<file path="config.mk">
export PLATFORM = sky130hd
export DESIGN_NAME = ili_window_fill
export DESIGN_NICKNAME = d
export VERILOG_FILES = /design/src/rtl/ili_window_fill.sv
export SDC_FILE = /design/constraint.sdc
export NUM_CORES = 1
export LEC_CHECK = 0
export CORE_MARGIN = 3
export CORE_UTILIZATION = 62
export CTS_BUF_LIST = sky130_fd_sc_hd__clkbuf_8
export CTS_CLUSTER_SIZE = 25
export DETAILED_ROUTE_END_ITERATION = 10
export GPL_ROUTABILITY_DRIVEN = 1
export MAX_ROUTING_LAYER = met4
export PLACE_DENSITY = 0.91
export SETUP_SLACK_MARGIN = 0.5
export SYNTH_ARGS = -nofsm -noshare
export SYNTH_HDL_FRONTEND = slang
export SYNTH_SLANG_ARGS = --single-unit
</file>
<file path="constraint.sdc">
create_clock -name clk -period 6.4 [get_ports clk]
set_input_delay 0.64 -clock clk [delete_from_list [all_inputs] [get_ports clk]]
set_output_delay 0.64 -clock clk [all_outputs]
set_load 0.05 [all_outputs]
</file>
<file path="src/rtl/ili_window_fill.sv">
// Window-fill byte source for the ILI9341 transmit path: emits CASET, PASET, RAMWR
// and the pixel stream for one solid RGB565 rectangle over the send/done byte handshake.
module ili_window_fill #(
  parameter int unsigned WIDTH  = 240,
  parameter int unsigned HEIGHT = 320
) (
  input  logic        clk,
  input  logic        rst,
  input  logic        i_start,
  input  logic [8:0]  i_x0,
  input  logic [8:0]  i_x1,
  input  logic [8:0]  i_y0,
  input  logic [8:0]  i_y1,
  input  logic [15:0] i_color,
  input  logic        i_byte_done,
  output logic        o_send,
  output logic [7:0]  o_data,
  output logic        o_dc,
  output logic        o_cs,
  output logic        o_busy,
  output logic        o_done,
  output logic        o_err
);

  localparam logic [9:0] XLIM = 10'(WIDTH);
  localparam logic [9:0] YLIM = 10'(HEIGHT);
  localparam logic [3:0] SEQ_PIX = 4'd11;

  typedef enum logic [1:0] {IDLE, SEND, WAIT, FINISH} state_t;

  state_t      state;
  logic [8:0]  x0_q, x1_q, y0_q, y1_q;
  logic [15:0] color_q;
  logic [3:0]  seq;
  logic [8:0]  col, row;
  logic        lo;

  logic        req_ok;
  logic [3:0]  seq_nxt;
  logic [7:0]  hdr_byte;
  logic        last_pixel;

  always_comb begin
    req_ok = (i_x0 <= i_x1) && (i_y0 <= i_y1) &&
             ({1'b0, i_x1} < XLIM) && ({1'b0, i_y1} < YLIM);
    seq_nxt = seq + 4'd1;
    hdr_byte = 8'h00;
    // Header byte following the one just acknowledged; coordinates zero-extended to 16 bits.
    case (seq_nxt)
      4'd1:    hdr_byte = {7'd0, x0_q[8]};
      4'd2:    hdr_byte = x0_q[7:0];
      4'd3:    hdr_byte = {7'd0, x1_q[8]};
      4'd4:    hdr_byte = x1_q[7:0];
      4'd5:    hdr_byte = 8'h2B;
      4'd6:    hdr_byte = {7'd0, y0_q[8]};
      4'd7:    hdr_byte = y0_q[7:0];
      4'd8:    hdr_byte = {7'd0, y1_q[8]};
      4'd9:    hdr_byte = y1_q[7:0];
      4'd10:   hdr_byte = 8'h2C;
      default: hdr_byte = 8'h00;
    endcase
    last_pixel = lo && (col == x1_q) && (row == y1_q);
  end

  always_ff @(posedge clk) begin
    if (!rst) begin
      state   <= IDLE;
      x0_q    <= '0;
      x1_q    <= '0;
      y0_q    <= '0;
      y1_q    <= '0;
      color_q <= '0;
      seq     <= '0;
      col     <= '0;
      row     <= '0;
      lo      <= 1'b0;
      o_send  <= 1'b0;
      o_data  <= 8'h00;
      o_dc    <= 1'b0;
      o_cs    <= 1'b1;
      o_busy  <= 1'b0;
      o_done  <= 1'b0;
      o_err   <= 1'b0;
    end else begin
      case (state)
        IDLE: begin
          o_err <= 1'b0;
          if (i_start) begin
            x0_q    <= i_x0;
            x1_q    <= i_x1;
            y0_q    <= i_y0;
            y1_q    <= i_y1;
            color_q <= i_color;
            seq     <= '0;
            col     <= i_x0;
            row     <= i_y0;
            lo      <= 1'b0;
            if (req_ok) begin
              state  <= SEND;
              o_send <= 1'b1;
              o_data <= 8'h2A;
              o_dc   <= 1'b0;
              o_cs   <= 1'b0;
              o_busy <= 1'b1;
            end else begin
              o_err <= 1'b1;
            end
          end
        end

        SEND: begin
          o_send <= 1'b0;
          state  <= WAIT;
        end

        WAIT: begin
          if (i_byte_done) begin
            if (seq != SEQ_PIX) begin
              seq    <= seq_nxt;
              state  <= SEND;
              o_send <= 1'b1;
              if (seq == 4'd10) begin
                o_data <= color_q[15:8];
                o_dc   <= 1'b1;
                lo     <= 1'b0;
              end else begin
                o_data <= hdr_byte;
                o_dc   <= !((seq_nxt == 4'd5) || (seq_nxt == 4'd10));
              end
            end else if (!lo) begin
              lo     <= 1'b1;
              state  <= SEND;
              o_send <= 1'b1;
              o_data <= color_q[7:0];
              o_dc   <= 1'b1;
            end else if (last_pixel) begin
              state  <= FINISH;
              o_cs   <= 1'b1;
              o_done <= 1'b1;
              o_busy <= 1'b0;
            end else begin
              // Column counter runs inside the row counter, wrapping back to x0.
              lo <= 1'b0;
              if (col == x1_q) begin
                col <= x0_q;
                row <= row + 9'd1;
              end else begin
                col <= col + 9'd1;
              end
              state  <= SEND;
              o_send <= 1'b1;
              o_data <= color_q[15:8];
              o_dc   <= 1'b1;
            end
          end
        end

        FINISH: begin
          o_done <= 1'b0;
          seq    <= '0;
          lo     <= 1'b0;
          state  <= IDLE;
        end

        default: state <= IDLE;
      endcase
    end
  end

endmodule

</file>
==> results.yml, run 1 <==
status:
  status: "finished, final reports clean"
yosys:
  synth_cell_type_count: 68
  synthMuxAreaShare_pct: 4.36
  synth_top_family_by_area: "compound AO/OA/AOI/OAI gates"
  synth_flop_cell: "dfxtp_1"
  synthesis.nets: 786
  yosysTopAreaCell: "dfxtp_1"
  async_flop_share_pct: 0
  yosys.area_share.simple_pct: 22.1
  synth_area_leaders: "dfxtp_1 (34%), nand2_1 (11%), a21oi_1 (9.0%)"
  synth_area_um2: 5420
  avgSynthCellArea_um2: 7.70
  synthCells: 704
  synth-seq-cells: 91
  synth-edff-count: 0
  synth_compound_area_share_pct: 23.6
  yosysMostFrequentCell: "nand2_1"
  yosys.area_share.adder_pct: 6.00
  ys_warn_count: 0
  netlist.area_leader.share_pct: 33.6
  synth_common_cells: "nand2_1 (162), a21oi_1 (97), dfxtp_1 (91)"
  synth-xor-area-share_pct: 4.87
  ys_seq_area_share_pct: 33.6
sta:
  fin_crit_sh_pct: 50.3
  hold_viol_final: 0
  finalCriticalPeriod_ns: 3.22
  slew_viol_final: 0
  fin_skew_ns: 0.00482
  slew_headroom_pct: 23.0
  rsz0062_at_grt: "false"
  final-setup-viol-count: 0
  hold_ws_ns: 0.466
  worstMarginPinSlew_ns: 1.15
  clock.fmax_ghz: 0.311
  finalSetupTns_ns: 0
clock_tree:
  htree_levels: 3
  clk_latency_ns: 0.36
  cts_buffers: 9
  clkTransAtPathRegs_ns: 0.09
  holdBufCountCts: 0
  post_cts_buffers: 0
  cts_tree: "done"
  cts-root-buf: "clkbuf_8"
  cts_resized: 0
  clock_path_buffers: 2
  cts.sinks: 91
floorplan:
  coreArea_um2: 8340
  die_x_um: 99.5
  io_pins: 70
  fp.dieH_um: 99.5
  dieArea_um2: 9910
  rows: 33
  start_util_pct: 65.0
power:
  p_leak_nw: 2.33
  seq_power_share_pct: 51.5
  peakVddDrop_v: 0.000124
  netSwitchingPower_w: 0.000393
  clkPwrFrac_pct: 30.2
  powerDensity_nw_per_um2: 199
  internal-power_w: 0.000858
  combinationalPowerShare_pct: 18.4
  sw_frac_of_total_pct: 31.4
flow_run:
  max_cap_viol_count: 0
critical_path:
  start_kind: "input pin"
  required_ns: 6.60
  crit_fanout: 10
  crit_type: "input pin to flop"
  cp.arrival_ns: 3.42
  reg2reg_depth: 6
  endpoint_kind: "flop"
global_route:
  grt_pass1_wl_um: 26500
  grt_pass1_vias: 5274
  grt_max_degree: 59
  grt-ovfl-total: 0
  antenna_found_initial: 0
  grt_usage_pct: 34.4
finish:
  n_fill_cell: 625
  area_growth_pct: 15.9
  nets: 829
  final_layout_size_suffix_gt1_share_pct: 5.85
  diodes: 0
routing:
  wl_um: 16200
  dr.pass1.iters: 5
  avgViaCountPerCell: 6.45
  vias: 5529
  drtIter0Drc: 538
  ant_nets: 0
  wl_per_cell_um: 18.9
  drc: 0
place:
  hpwl_um: 12000
  port-buffer-count: 69
  place_congestion: 0.962
hold_path:
  hp-class: "flop to flop"
  hold_path_depth: 2
kinds of logic (layout without fill, tap and decap cells):
kind of cell	count (synthesis)	in the layout
flip-flops	91	91
adder cells (fa/ha/maj)	26	26
AND/OR/NAND/NOR	261	261
XOR/XNOR	28	28
multiplexers	23	23
buffers and inverters	71	119
AO/OA/AOI/OAI	204	204
routing by layer:
metal  GRT usage (%)  wire length [um]
met5               -                 0
met4            14.3               539
met3            8.49              1620
met2            51.8              7400
met1            44.3              6660
registers in the layout, summed over array words and instances, names as in the netlist, 2 cells and up:
name     flops
color_q     16
y1_q         9
y0_q         9
x1_q         9
state        2
o_data       8
col          9
x0_q         9
row          9
seq          4
metrics by stage:
| step | area [um^2] | power, W | std cells | setup slack (ns) | util, % |
|---|---|---|---|---|---|
| finish | 6290 | 0.00125 | 857 | 3.18 | 75.4 |
| global route | 6290 | 0.00130 | 857 | 2.97 | 75.4 |
| CTS | 6290 | 0.00125 | 857 | 3.24 | 75.4 |
| detailed placement | 6100 | 0.000880 | 841 | 2.85 | 73.1 |
| global placement | 6100 | 0.000870 | 841 | 2.98 | 73.1 |
| floorplan | 5420 | 0.000787 | 704 | 4.04 | - |
worst paths after layout:
| path | end | from | slack [ns] |
|---|---|---|---|
| max | o_send$_SDFFE_PN0P_ | i_x1[6] | 3.18 |
| min | color_q[4]$_SDFFE_PN0P_ | color_q[4]$_SDFFE_PN0P_ | 0.47 |
| max reg2reg | o_send$_SDFFE_PN0P_ | x1_q[1]$_SDFFE_PN0P_ | 3.20 |
| min reg2reg | color_q[4]$_SDFFE_PN0P_ | color_q[4]$_SDFFE_PN0P_ | 0.47 |
placed cells by master (no fill, tap or decap), types with 3 or more instances in the layout:
cell type,instances
nand2_1,162
a21oi_1,97
dfxtp_1,91
clkdlybuf4s50_1,69
inv_1,28
nor2_1,26
o21ai_0,26
ha_1,26
xnor2_1,23
nand3_1,22
mux2i_1,21
a22oi_1,13
nand4_1,11
clkbuf_8,10
nor3_1,9
o32ai_1,9
a211oi_1,7
a31oi_1,7
a21o_1,5
buf_4,5
xor2_1,4
nor2_2,3
or2_2,3
nand3b_1,3
o211ai_1,3
a22o_1,3
a221oi_1,3
a221o_1,3
nor2b_1,3
o31ai_1,3
clkinv_4,3
power groups by stage:
stage | Sequential (W) | Combinational [W] | Clock [W]
final | 0.000644 | 0.000230 | 0.000377
after global routing | 0.000647 | 0.000252 | 0.000399
after CTS | 0.000641 | 0.000227 | 0.000377
after detailed placement | 0.000654 | 0.000226 | 0
after global placement | 0.000652 | 0.000217 | 0
after floorplan | 0.000648 | 0.000139 | 0
area by class of cell:
type                       count  area, um^2  share of cell area, %
clock buffer                  10         138                   2.19
clock inverter                 6        50.0                  0.796
inverter                      29         109                   1.73
multi-input combinational    542        3310                   52.6
sequential                    91        1820                   29.0
tap                          105         131                   2.09
timing repair buffer          74         728                   11.6
worst max-delay path, stage by stage:
cell             delay, ns
clkdlybuf4s50_1       0.53
inv_1                 0.06
ha_1                  0.29
nand4_1               0.11
nor2_1                0.17
a221oi_1              0.10
a41oi_1               0.48
o21ai_1               0.18
o21ai_1               0.64
o32ai_1               0.21
(Power assumes the default switching activity.)
==> inputs of run 2 (changes only) <==
Settings changed: CORE_UTILIZATION 62 to 52, PLACE_DENSITY 0.91 to 0.82.
Clock period 6.4 ns to 2.9 ns, I/O delays scaled along.
==> run 2 against run 1 <==
Flip-flop and latch count unchanged. Via count decreased by 1.0%. Critical path type unchanged. Non-clock buffer count increased by 19. Largest cell class unchanged. First-iteration DRC count decreased by 7.4%. Utilization decreased by 9.4 points. Global-route usage decreased by 5.1 points. Register-to-register slack got worse by 2.6 ns. Clock skew increased by 0.0069 ns.
==> results.yml, run 2 (synthesized netlist as in run 1, its figures left out) <==
status:
  status: "finished, final reports clean"
sta:
  final-setup-viol-count: 0
  worst_slack_ns: 0.553
  fin_crit_sh_pct: 80.9
  worstMarginPinSlew_ns: 0.607
  rsz0062_at_grt: "true"
  clock.fmax_ghz: 0.426
  hold_viol_final: 0
  fin_skew_ns: 0.0117
  slew_headroom_pct: 59.4
  finalCriticalPeriod_ns: 2.35
  finalSetupTns_ns: 0
  slew_viol_final: 0
place:
  dp_slack_ns: 0.138
  hpwl_um: 12100
  place_congestion: 1.01
  port-buffer-count: 69
  dp.cells: 882
clock_tree:
  cts_tree: "done"
  clock_path_buffers: 2
  cts-root-buf: "clkbuf_8"
  cts.sinks: 91
  clk_latency_ns: 0.39
  clkTransAtPathRegs_ns: 0.10
  htree_levels: 3
  cts_buffers: 9
global_route:
  grt_use_met1_pct: 38.8
  antenna_found_initial: 0
  top_usage_layer: "met2"
  grt-ovfl-total: 0
  met3_usage_pct: 4.72
  grt_usage_pct: 29.3
  grt_max_degree: 46
  grt_use_met2_pct: 45.6
  grt_pass1_vias: 5087
  grt_pass1_wl_um: 26100
critical_path:
  path_cells: "clkdlybuf4s50_1 -> inv_1 -> ha_1 -> a21o_1 -> a21o_1 -> a221oi_1 -> a41oi_2 -> nor4b_1 -> o32ai_1"
  crit_start: "i_x1[6]"
  critPathMaxStageDelay_ns: 0.51
  crit_top_cell: "a21o_1"
  start_kind: "input pin"
  required_ns: 3.16
  rr_startpoint: "seq[0]$_SDFFE_PN0P_"
  cp.arrival_ns: 2.61
  endpoint_kind: "flop"
  crit_type: "input pin to flop"
  critPathSlowestCell: "clkdlybuf4s50_1"
  crit_fanout: 5
power:
  p_leak_nw: 2.51
  peakVddDrop_v: 0.000244
  powerDensity_nw_per_um2: 434
  p_total_w: 0.00285
routing:
  drtIter0Drc: 498
  vias: 5472
  drc: 0
  wl_um: 16500
  dr.pass1.iters: 5
  ant_nets: 0
  avgViaCountPerCell: 6.05
  wl_per_cell_um: 18.3
floorplan:
  coreArea_um2: 9950
  fp.dieH_um: 108
  dieArea_um2: 11700
  die_x_um: 108
  io_pins: 70
  rows: 36
  start_util_pct: 54.5
hold_path:
  hp-start: "i_y1[8]"
  hp-class: "input pin to flop"
finish:
  layout_commonest_cell: "nand2_1"
  diodes: 0
  instances_no_fill: 904
  largest_reg_flops: 16
  final_cell_mix: "nand2_1 (162), a21oi_1 (97), dfxtp_1 (88)"
  top_register: "color_q"
  final_util_pct: 66.0
  nets: 848
  area_growth_pct: 21.0
  n_fill_cell: 886
  final_layout_size_suffix_gt1_share_pct: 9.34
flow_run:
  max_cap_viol_count: 0
-- run 2: per-stage QoR --
| stage | hold slack, ns | instance area, um^2 |
|---|---|---|
| 2_1_floorplan | 0.426 | 5420 |
| 3_3_place_gp | 0.447 | 6240 |
| 3_5_place_dp | 0.451 | 6240 |
| 4_1_cts | 0.435 | 6480 |
| 5_1_grt | 0.224 | 6570 |
| 6_report | 0.217 | 6570 |
-- run 2: critical path: cells and delay by family --
kind	cells	cell delay, ns
and+or+nand+nor	1	0.51
buffers and inverters	2	0.57
AOI/OAI and AO/OA	5	0.96
adders and majority gates	1	0.29
-- run 2: where the power goes --
group | internal (W) | leakage (nW) | switching, W
Clock | 0.000403 | 0.0958 | 0.000499
Sequential | 0.00133 | 0.749 | 0.0000911
Combinational | 0.000238 | 1.67 | 0.000295
Total | 0.00197 | 2.51 | 0.000885
-- run 2: layer usage --
layer	vias up	part of all wire, %
met5	-	0
met2	237	48
met4	0	2.5
met1	2590	43
li1	2608	-
met3	37	7.0
-- run 2: final timing paths --
kind,to,slack (ns),cells past startpoint
max,o_send$_SDFFE_PN0P_,0.55,9
min,y1_q[8]$_SDFFE_PN0P_,0.22,3
max reg2reg,o_data[5]$_SDFFE_PN0P_,0.59,9
min reg2reg,y0_q[5]$_SDFFE_PN0P_,0.46,2
-- run 2: what timing repair did --
action | 4_1_cts | 5_1_grt
pin swaps | 0 | 5
resized for setup | 3 | 18
hold buffers | 0 | 0
cloned | 0 | 1
setup buffers | 3 | 2
endpoints found under the setup margin | 16 | 25
-- run 2: area by class of cell --
type                            count  area, um^2  area share [%]
Clock buffer                        9         124            1.89
Sequential cell                    91        1830            27.8
Clock inverter                      7        76.3            1.16
Multi-Input combinational cell    542        3360            51.2
Inverter                           29         109            1.66
Timing Repair Buffer               93         905            13.8
Tap cell                          133         166            2.53
